==> src/rtl/cpu_sequencer.sv <==
// cpu_sequencer: multi-cycle FETCH/DECODE/EXEC/MEM/WB sequencer for the 19-bit CPU.
// Owns the PC, a return-address stack and the shared instruction/data memory port.
// Optional build macro SEQ_PERF_EN enables the retired-instruction counter
// (perf_retired); without it perf_retired is tied to zero.
module cpu_sequencer #(
  parameter int unsigned ADDR_W      = 14,
  parameter int unsigned STACK_DEPTH = 8
) (
  input  logic              clk,
  input  logic              rst_n,
  output logic              mem_req,
  output logic              mem_we,
  output logic [ADDR_W-1:0] mem_addr,
  input  logic [18:0]       mem_rdata,
  input  logic              mem_ready,
  input  logic [ADDR_W-1:0] data_addr,
  input  logic              zero_flag,
  output logic [18:0]       instr,
  output logic [ADDR_W-1:0] pc,
  output logic              reg_we,
  output logic              wb_sel,
  output logic              mem_lat,
  output logic              halted,
  output logic [1:0]        fault,
  output logic [31:0]       perf_retired
);

  localparam int unsigned IDX_W = $clog2(STACK_DEPTH);
  localparam int unsigned SP_W  = IDX_W + 1;

  localparam logic [4:0] OP_JMP  = 5'b11000;
  localparam logic [4:0] OP_BEQ  = 5'b11001;
  localparam logic [4:0] OP_BNE  = 5'b11010;
  localparam logic [4:0] OP_CALL = 5'b11011;
  localparam logic [4:0] OP_RET  = 5'b11100;
  localparam logic [4:0] OP_LD   = 5'b11101;
  localparam logic [4:0] OP_ST   = 5'b11110;

  localparam logic [1:0] FLT_ILLEGAL   = 2'd1;
  localparam logic [1:0] FLT_OVERFLOW  = 2'd2;
  localparam logic [1:0] FLT_UNDERFLOW = 2'd3;

  typedef enum logic [2:0] {
    S_FETCH  = 3'd0,
    S_DECODE = 3'd1,
    S_EXEC   = 3'd2,
    S_MEM    = 3'd3,
    S_WB     = 3'd4,
    S_HALT   = 3'd5
  } state_t;

  state_t            state, state_nxt;
  logic [ADDR_W-1:0] pc_q;
  logic [18:0]       instr_q;
  logic [SP_W-1:0]   sp_q;
  logic [ADDR_W-1:0] stack_q [STACK_DEPTH];
  logic [1:0]        fault_q;
  logic [ADDR_W-1:0] daddr_q;

  logic [4:0]        opcode;
  logic [ADDR_W-1:0] target;
  logic [ADDR_W-1:0] pc_inc;
  logic              is_illegal, is_alu, is_ld, is_st, is_call, is_ret, is_ctrl;
  logic              stack_full, stack_empty;

  // Instruction field decode and stack status
  always_comb begin
    opcode      = instr_q[18:14];
    target      = instr_q[ADDR_W-1:0];
    pc_inc      = pc_q + ADDR_W'(1);
    is_illegal  = (opcode[4:2] == 3'b101) || (opcode == 5'b11111);
    is_alu      = !opcode[4] || (opcode[4:2] == 3'b100);
    is_ld       = (opcode == OP_LD);
    is_st       = (opcode == OP_ST);
    is_call     = (opcode == OP_CALL);
    is_ret      = (opcode == OP_RET);
    is_ctrl     = (opcode == OP_JMP) || (opcode == OP_BEQ) || (opcode == OP_BNE) ||
                  is_call || is_ret;
    stack_full  = (sp_q == SP_W'(STACK_DEPTH));
    stack_empty = (sp_q == '0);
  end

  // State register
  always_ff @(posedge clk or negedge rst_n) begin
    if (!rst_n) state <= S_FETCH;
    else        state <= state_nxt;
  end

  // Next-state logic
  always_comb begin
    state_nxt = state;
    case (state)
      S_FETCH:  if (mem_ready) state_nxt = S_DECODE;
      S_DECODE: state_nxt = is_illegal ? S_HALT : S_EXEC;
      S_EXEC: begin
        if (is_alu)                      state_nxt = S_WB;
        else if (is_ld || is_st)         state_nxt = S_MEM;
        else if (is_call && stack_full)  state_nxt = S_HALT;
        else if (is_ret && stack_empty)  state_nxt = S_HALT;
        else                             state_nxt = S_FETCH;
      end
      S_MEM:    if (mem_ready) state_nxt = is_ld ? S_WB : S_FETCH;
      S_WB:     state_nxt = S_FETCH;
      S_HALT:   state_nxt = S_HALT;
      default:  state_nxt = S_FETCH;
    endcase
  end

  // Output decode; mem_req is gated by rst_n so a reset abandons any access at once
  always_comb begin
    mem_req  = rst_n && ((state == S_FETCH) || (state == S_MEM));
    mem_we   = (state == S_MEM) && is_st;
    mem_addr = (state == S_MEM) ? daddr_q : pc_q;
    reg_we   = (state == S_WB);
    wb_sel   = (state == S_WB) && is_ld;
    mem_lat  = (state == S_MEM) && is_ld && mem_ready;
    halted   = (state == S_HALT);
    instr    = instr_q;
    pc       = pc_q;
    fault    = fault_q;
  end

  // PC, instruction register, return stack, fault cause and latched data address
  always_ff @(posedge clk or negedge rst_n) begin
    if (!rst_n) begin
      pc_q    <= '0;
      instr_q <= '0;
      sp_q    <= '0;
      fault_q <= '0;
      daddr_q <= '0;
      for (int unsigned i = 0; i < STACK_DEPTH; i++) stack_q[i] <= '0;
    end else begin
      case (state)
        S_FETCH: if (mem_ready) instr_q <= mem_rdata;
        S_DECODE: if (is_illegal) fault_q <= FLT_ILLEGAL;
        S_EXEC: begin
          if (is_ld || is_st) daddr_q <= data_addr;
          case (opcode)
            OP_JMP: pc_q <= target;
            OP_BEQ: pc_q <= zero_flag ? target : pc_inc;
            OP_BNE: pc_q <= !zero_flag ? target : pc_inc;
            OP_CALL: begin
              if (stack_full) begin
                fault_q <= FLT_OVERFLOW;
              end else begin
                stack_q[sp_q[IDX_W-1:0]] <= pc_inc;
                sp_q                     <= sp_q + SP_W'(1);
                pc_q                     <= target;
              end
            end
            OP_RET: begin
              if (stack_empty) begin
                fault_q <= FLT_UNDERFLOW;
              end else begin
                pc_q <= stack_q[IDX_W'(sp_q - SP_W'(1))];
                sp_q <= sp_q - SP_W'(1);
              end
            end
            default: ;
          endcase
        end
        S_MEM: if (mem_ready && is_st) pc_q <= pc_inc;
        S_WB:  pc_q <= pc_inc;
        default: ;
      endcase
    end
  end

`ifdef SEQ_PERF_EN
  logic        retire;
  logic [31:0] perf_q;

  // Retire points: WB for ALU/LD, EXEC for non-faulting control flow, MEM-ready for ST
  always_comb begin
    retire = (state == S_WB) ||
             ((state == S_EXEC) && is_ctrl &&
              !(is_call && stack_full) && !(is_ret && stack_empty)) ||
             ((state == S_MEM) && is_st && mem_ready);
  end

  // Retired-instruction counter, wraps naturally at 2^32
  always_ff @(posedge clk or negedge rst_n) begin
    if (!rst_n)      perf_q <= '0;
    else if (retire) perf_q <= perf_q + 32'd1;
  end

  assign perf_retired = perf_q;
`else
  assign perf_retired = 32'd0;
`endif

endmodule

==> config.mk <==
export PLATFORM = sky130hd
export DESIGN_NAME = cpu_sequencer
export DESIGN_NICKNAME = d
export VERILOG_FILES = /design/src/rtl/cpu_sequencer.sv
export SDC_FILE = /design/constraint.sdc
export NUM_CORES = 1
export LEC_CHECK = 0
export ABC_AREA = 1
export CAP_MARGIN = 10
export CORE_MARGIN = 3
export CORE_UTILIZATION = 40
export DETAILED_ROUTE_END_ITERATION = 10
export PLACE_DENSITY = 0.68
export SYNTH_ARGS = -nofsm -noshare
export SYNTH_HDL_FRONTEND = slang
export SYNTH_SLANG_ARGS = --single-unit
==> constraint.sdc <==
create_clock -name clk -period 4.7 [get_ports clk]
set_input_delay 0.47 -clock clk [delete_from_list [all_inputs] [get_ports clk]]
set_output_delay 0.47 -clock clk [all_outputs]
set_load 0.05 [all_outputs]
Yosys cells after proc, flatten, opt, wreduce, memory -nomap -nowiden
Cells that the tools add are included.
W data, S select, Z words.
Storage, ports and cells
  register bits after elaboration: 168
  output and inout port bits: 87
  word-level logic and storage cells: 108
Operators by class
  add/subtract/negate cells: 3
  $lt $le $gt $ge: 3
  equality and inequality tests: 28
  mux-type cells: 31
  bitwise gates (word level): 3
  reductions and logical operators: 26
Operator list (count)
  $mux W14: 9
  $bwmux W112: 1
  $pmux W14 S5: 1
  $bmux W14 S3: 1
  $demux W14 S3: 1
  $pmux W14 S3: 1
  $eq A5 B5 Y1 const B: 8
  $mux W3: 8
  $ne A3 B3 Y1 const B: 5
  $pmux W3 S5: 1
  $add A14 B1 Y14 const B: 1
  $eq A3 B3 Y1 const B: 4
  $ne A2 B2 Y1 const B: 5
  $reduce_and A5 Y1: 2
  $logic_and A1 B1 Y1: 9
  $ge A4 B4 Y1 const B: 2
  $mux W4: 2
  $not A3 Y4: 2
  $pmux W2 S2: 2
  $pmux W4 S2: 1
  $eq A3 B2 Y1 const B: 2
  $mux W2: 3
  $ne A6 B6 Y1 const B: 1
  $reduce_and A2 Y1: 3
  other kinds (15): 19

Depth between registers and ports, before layout
  depth in word-level cells: 8
  gate-level depth with buffers: 16
  gate-level depth less buffers: 13

Worst setup path after synthesis
No wires, ideal clock.
  path type: register -> output
  start point: register instr_q[18], in the netlist instr[18]
  end point: output mem_lat
  arrival: 2185 ps
  required time: 4230 ps
  path slack: 2045 ps
  stages on the path, launching flop included: 5
  buffers on the path: 0
  cell sequence: dfrtp_1 nand2_1 nor2_4 nand2_1 nor3_1
Between the ends
  word-level cells in the longest chain between the ends: 3
RTL lines
  start, declared: line 54  | logic [18:0] instr_q;
  start signal, assigned: line 134  | S_FETCH: if (mem_ready) instr_q <= mem_rdata;
  $eq A5 B5 Y1: line 73  | is_ld = (opcode == OP_LD);
  $logic_and A1 B1 Y1 (2 in series): line 116  | mem_lat = (state == S_MEM) && is_ld && mem_ready;
  end, declared: line 22  | output logic mem_lat,
Every way passes these cells.

Final worst setup path
  start point: register state[1]
  end point: output mem_addr[11]
Between the ends
  word-level cells in the longest chain between the ends: 2
RTL lines
  start, declared: line 52  | state_t state, state_nxt;
  start signal, assigned: line 86  | else state <= state_nxt;
  $eq A3 B2 Y1: line 113  | mem_addr = (state == S_MEM) ? daddr_q : pc_q;
  $mux W14: line 113
  end, declared: line 13  | output logic [ADDR_W-1:0] mem_addr,
Every way passes these cells.

==> flow_summary.yaml <==
sta:
  fin_worst_skew_ns: 0.00939
  layout_setup_ws_ns: 1.23
  setup_violations: 0
  final_max_slew_viol_count: 0
  rsz0062_at_grt: "no"
  min_period_ns: 3.47
  hold_viol: 0
  fmax_mhz: 288
  worst_pin_slew_ns: 1.08
  fin_crit_sh_pct: 73.8
  slew_headroom_pct: 27.8
  finalSetupTns_ns: 0
critical_path:
  endpoint_kind: "output pin"
  crit_required_ns: 4.23
  path_class: "flip-flop to output pin"
  start_kind: "flip-flop"
  cp.arrival_ns: 3.00
  critPathMaxFanout: 27
cts:
  numCtsBuffers: 17
  clk_path_buf_depth: 2
  cts_htree_levels: 4
  cts_tree: "yes"
  clk_latency_ns: 0.44
  cts_setup_buffers: 0
  numClockSinks: 168
  cts_resized: 0
  clkTransAtPathRegs_ns: 0.06
  cts-root-buf: "clkbuf_16"
  ctsHoldBuffers: 1
placed_design:
  io_buffers: 91
  gp_congestion: 0.918
  dp_hpwl_um: 17300
  pre_cts_ws_ns: 1.68
cells_and_area:
  nNetsFinal: 1291
  fillers: 2167
  antenna_cells: 0
  area_growth_pct: 16.8
  drive_gt1_share_pct: 8.23
floorplan:
  core_um2: 22100
  io_pins: 124
  fp.dieH_um: 157
  initial_core_util_pct: 41.3
  dieWidth_um: 157
  die_area_um2: 24700
  row_count: 54
routing:
  drtIter0Drc: 680
  detail-route-antenna-nets: 0
  drt-pass1-iter-count: 6
  vias: 7981
  routed_via_density: 5.17
  totalWireLength_um: 25100
  drc_errors: 0
  wl_per_cell_um: 16.3
grt:
  antenna_found_initial: 0
  grt-ovfl-total: 0
  grt_pass1_wl_um: 41000
  grt_pass1_vias: 7867
  grtUsageTotal_pct: 20.9
  grt_max_degree: 69
logic_synthesis:
  syn_area_um2: 9130
  synth-async-reset-ratio_pct: 100
  ys.warnings.count: 0
  synthCells: 1182
  yosys_most_used_dff: "dfrtp_1"
  synth-seq-area-share_pct: 46.1
  yosysTopAreaCell: "dfrtp_1"
  synth_cell_types: 40
  ys_ff_latch: 168
  synth_edf_count: 0
  postSynthAreaPerCell_um2: 7.72
  synth.top_cell.area_share_pct: 46.1
  synthTopCellsByArea: "dfrtp_1 (46%), nand2_1 (15%), o21ai_0 (7.9%), nor2_1 (5.1%), inv_1 (3.7%)"
power:
  seqPwrFrac_pct: 28.6
  p_sw_mw: 3.51
  leakage_nw: 5.10
  p_int_mw: 3.75
  swShare_pct: 48.3
  power_density_nw_per_um2: 681
  vdd_drop_max_mv: 0.451
  clock_power_share_pct: 19.8
  combPwrFrac_pct: 51.6
job:
  drv_cap: 0
status:
  outcome: "completed"
hold_path:
  hold_class: "flip-flop to flip-flop"
==> cell usage after synthesis, types with 3 or more instances <==
cell	number
nand3_1	55
a21oi_1	26
buf_4	35
nand2_2	6
xor2_1	6
nor3_1	4
a21oi_2	5
o21ai_0	144
mux2_4	9
mux2_2	18
nand2_1	355
inv_2	7
inv_1	90
o22ai_1	3
nor2_2	3
o21ai_1	33
nand2_4	4
o211ai_1	8
nand3_4	3
clkinv_1	3
buf_2	25
nor2_1	125
buf_6	5
dfrtp_1	168
nor2_4	4
nand4_1	4
nand3_2	5
clkbuf_1	14
ha_1	4
==> worst max-delay path, stage by stage (launching register included) <==
cell and delay (ns):
dfrtp_1 0.42, nand3_2 0.23, clkinv_1 0.60, o21ai_0 0.42
clkdlybuf4s50_1 0.87
==> placed cells by master (no fill, tap or decap), types with 2 or more instances in the layout <==
cell             netlist  final
nor2_1               125    125
buf_4                 35      5
nor3_1                 4      4
nor2_4                 4      4
xor2_1                 6      6
nand2_2                6      6
conb_1                 1     32
o21ai_0              144    144
nand4_1                4      4
bufinv_16              0      2
nor2_2                 3      3
nand3_2                5      5
ha_1                   4      4
inv_2                  7      7
clkdlybuf4s50_1        0     90
clkbuf_16              0     17
a21oi_1               26     26
clkinv_2               0      4
nand3_1               55     55
o211ai_1               8      8
clkbuf_1              14      2
nand3_4                3      3
mux2_2                18     18
inv_1                 90     90
clkinv_1               3      3
nand2_4                4      4
a21oi_2                5      5
dfrtp_1              168    167
o22ai_1                3      3
o21ai_1               33     33
clkbuf_8               0      6
mux2_4                 9      9
nand2_1              355    355
==> power groups by stage <==
stage	Sequential [mW]	Clock, mW	Combinational, mW
6_report	2.07	1.44	3.74
5_1_grt	2.12	1.52	4.08
4_1_cts	2.07	1.46	3.75
3_5_place_dp	2.09	0	3.73
3_3_place_gp	2.09	0	3.71
2_1_floorplan	2.50	0	2.18
==> final cells by class <==
type	instances	area [um2]	area share (%)
Clock inverter	7	88.8	0.833
Multi-Input combinational cell	865	4160	39.0
Timing Repair Buffer	97	960	9.00
Clock buffer	25	515	4.83
Inverter	101	382	3.58
Sequential cell	168	4210	39.4
Tap cell	280	350	3.29
==> worst paths after layout <==
check                            start      endpoint  slack [ns]  cells after the start
max reg2reg                    sp_q[0]         pc[7]        1.68                     14
min reg2reg                stack_q[76]   stack_q[76]        0.48                      2
max in group asynchronous        rst_n   stack_q[97]        2.21                      4
min                        stack_q[76]   stack_q[76]        0.48                      2
max                           state[1]  mem_addr[11]        1.23                      4
min in group asynchronous        rst_n   daddr_q[12]        0.52                      2
==> state kept, by name, summed over array words and instances (netlist names) <==
name	count
stack_q	112
instr	19
daddr_q	14
pc	14
sp_q	4
state	3
fault	2
==> layer usage <==
metal / share of wire, % / up-vias / track usage, %
li1: - / 3861 / -
met1: 44 / 3810 / 29.2
met2: 48 / 269 / 33.1
met3: 5.9 / 41 / 3.74
met4: 2.1 / 0 / 6.78
met5: 0 / - / 0
==> metrics by stage <==
step	area [um2]	hold WS, ns	total power [mW]	std cells	util [%]
floorplan	9240	0.174	4.68	1213	-
global placement	10000	0.437	5.79	1510	45.5
detailed placement	10000	0.436	5.82	1510	45.5
CTS	10700	0.484	7.27	1543	48.3
global route	10700	0.505	7.72	1543	48.3
finish	10700	0.481	7.26	1543	48.3
==> kinds of logic after synthesis <==
family          Yosys count  share of synthesized area (%)
mux                      27                           3.70
flops                   168                           46.1
compound gates          223                           12.8
buf+inv                 180                           9.62
fa+ha+maj                 4                          0.548
simple gates            572                           26.5
other cells               1                         0.0411
xor+xnor                  7                          0.672
Power figures use the tool's default switching activity.
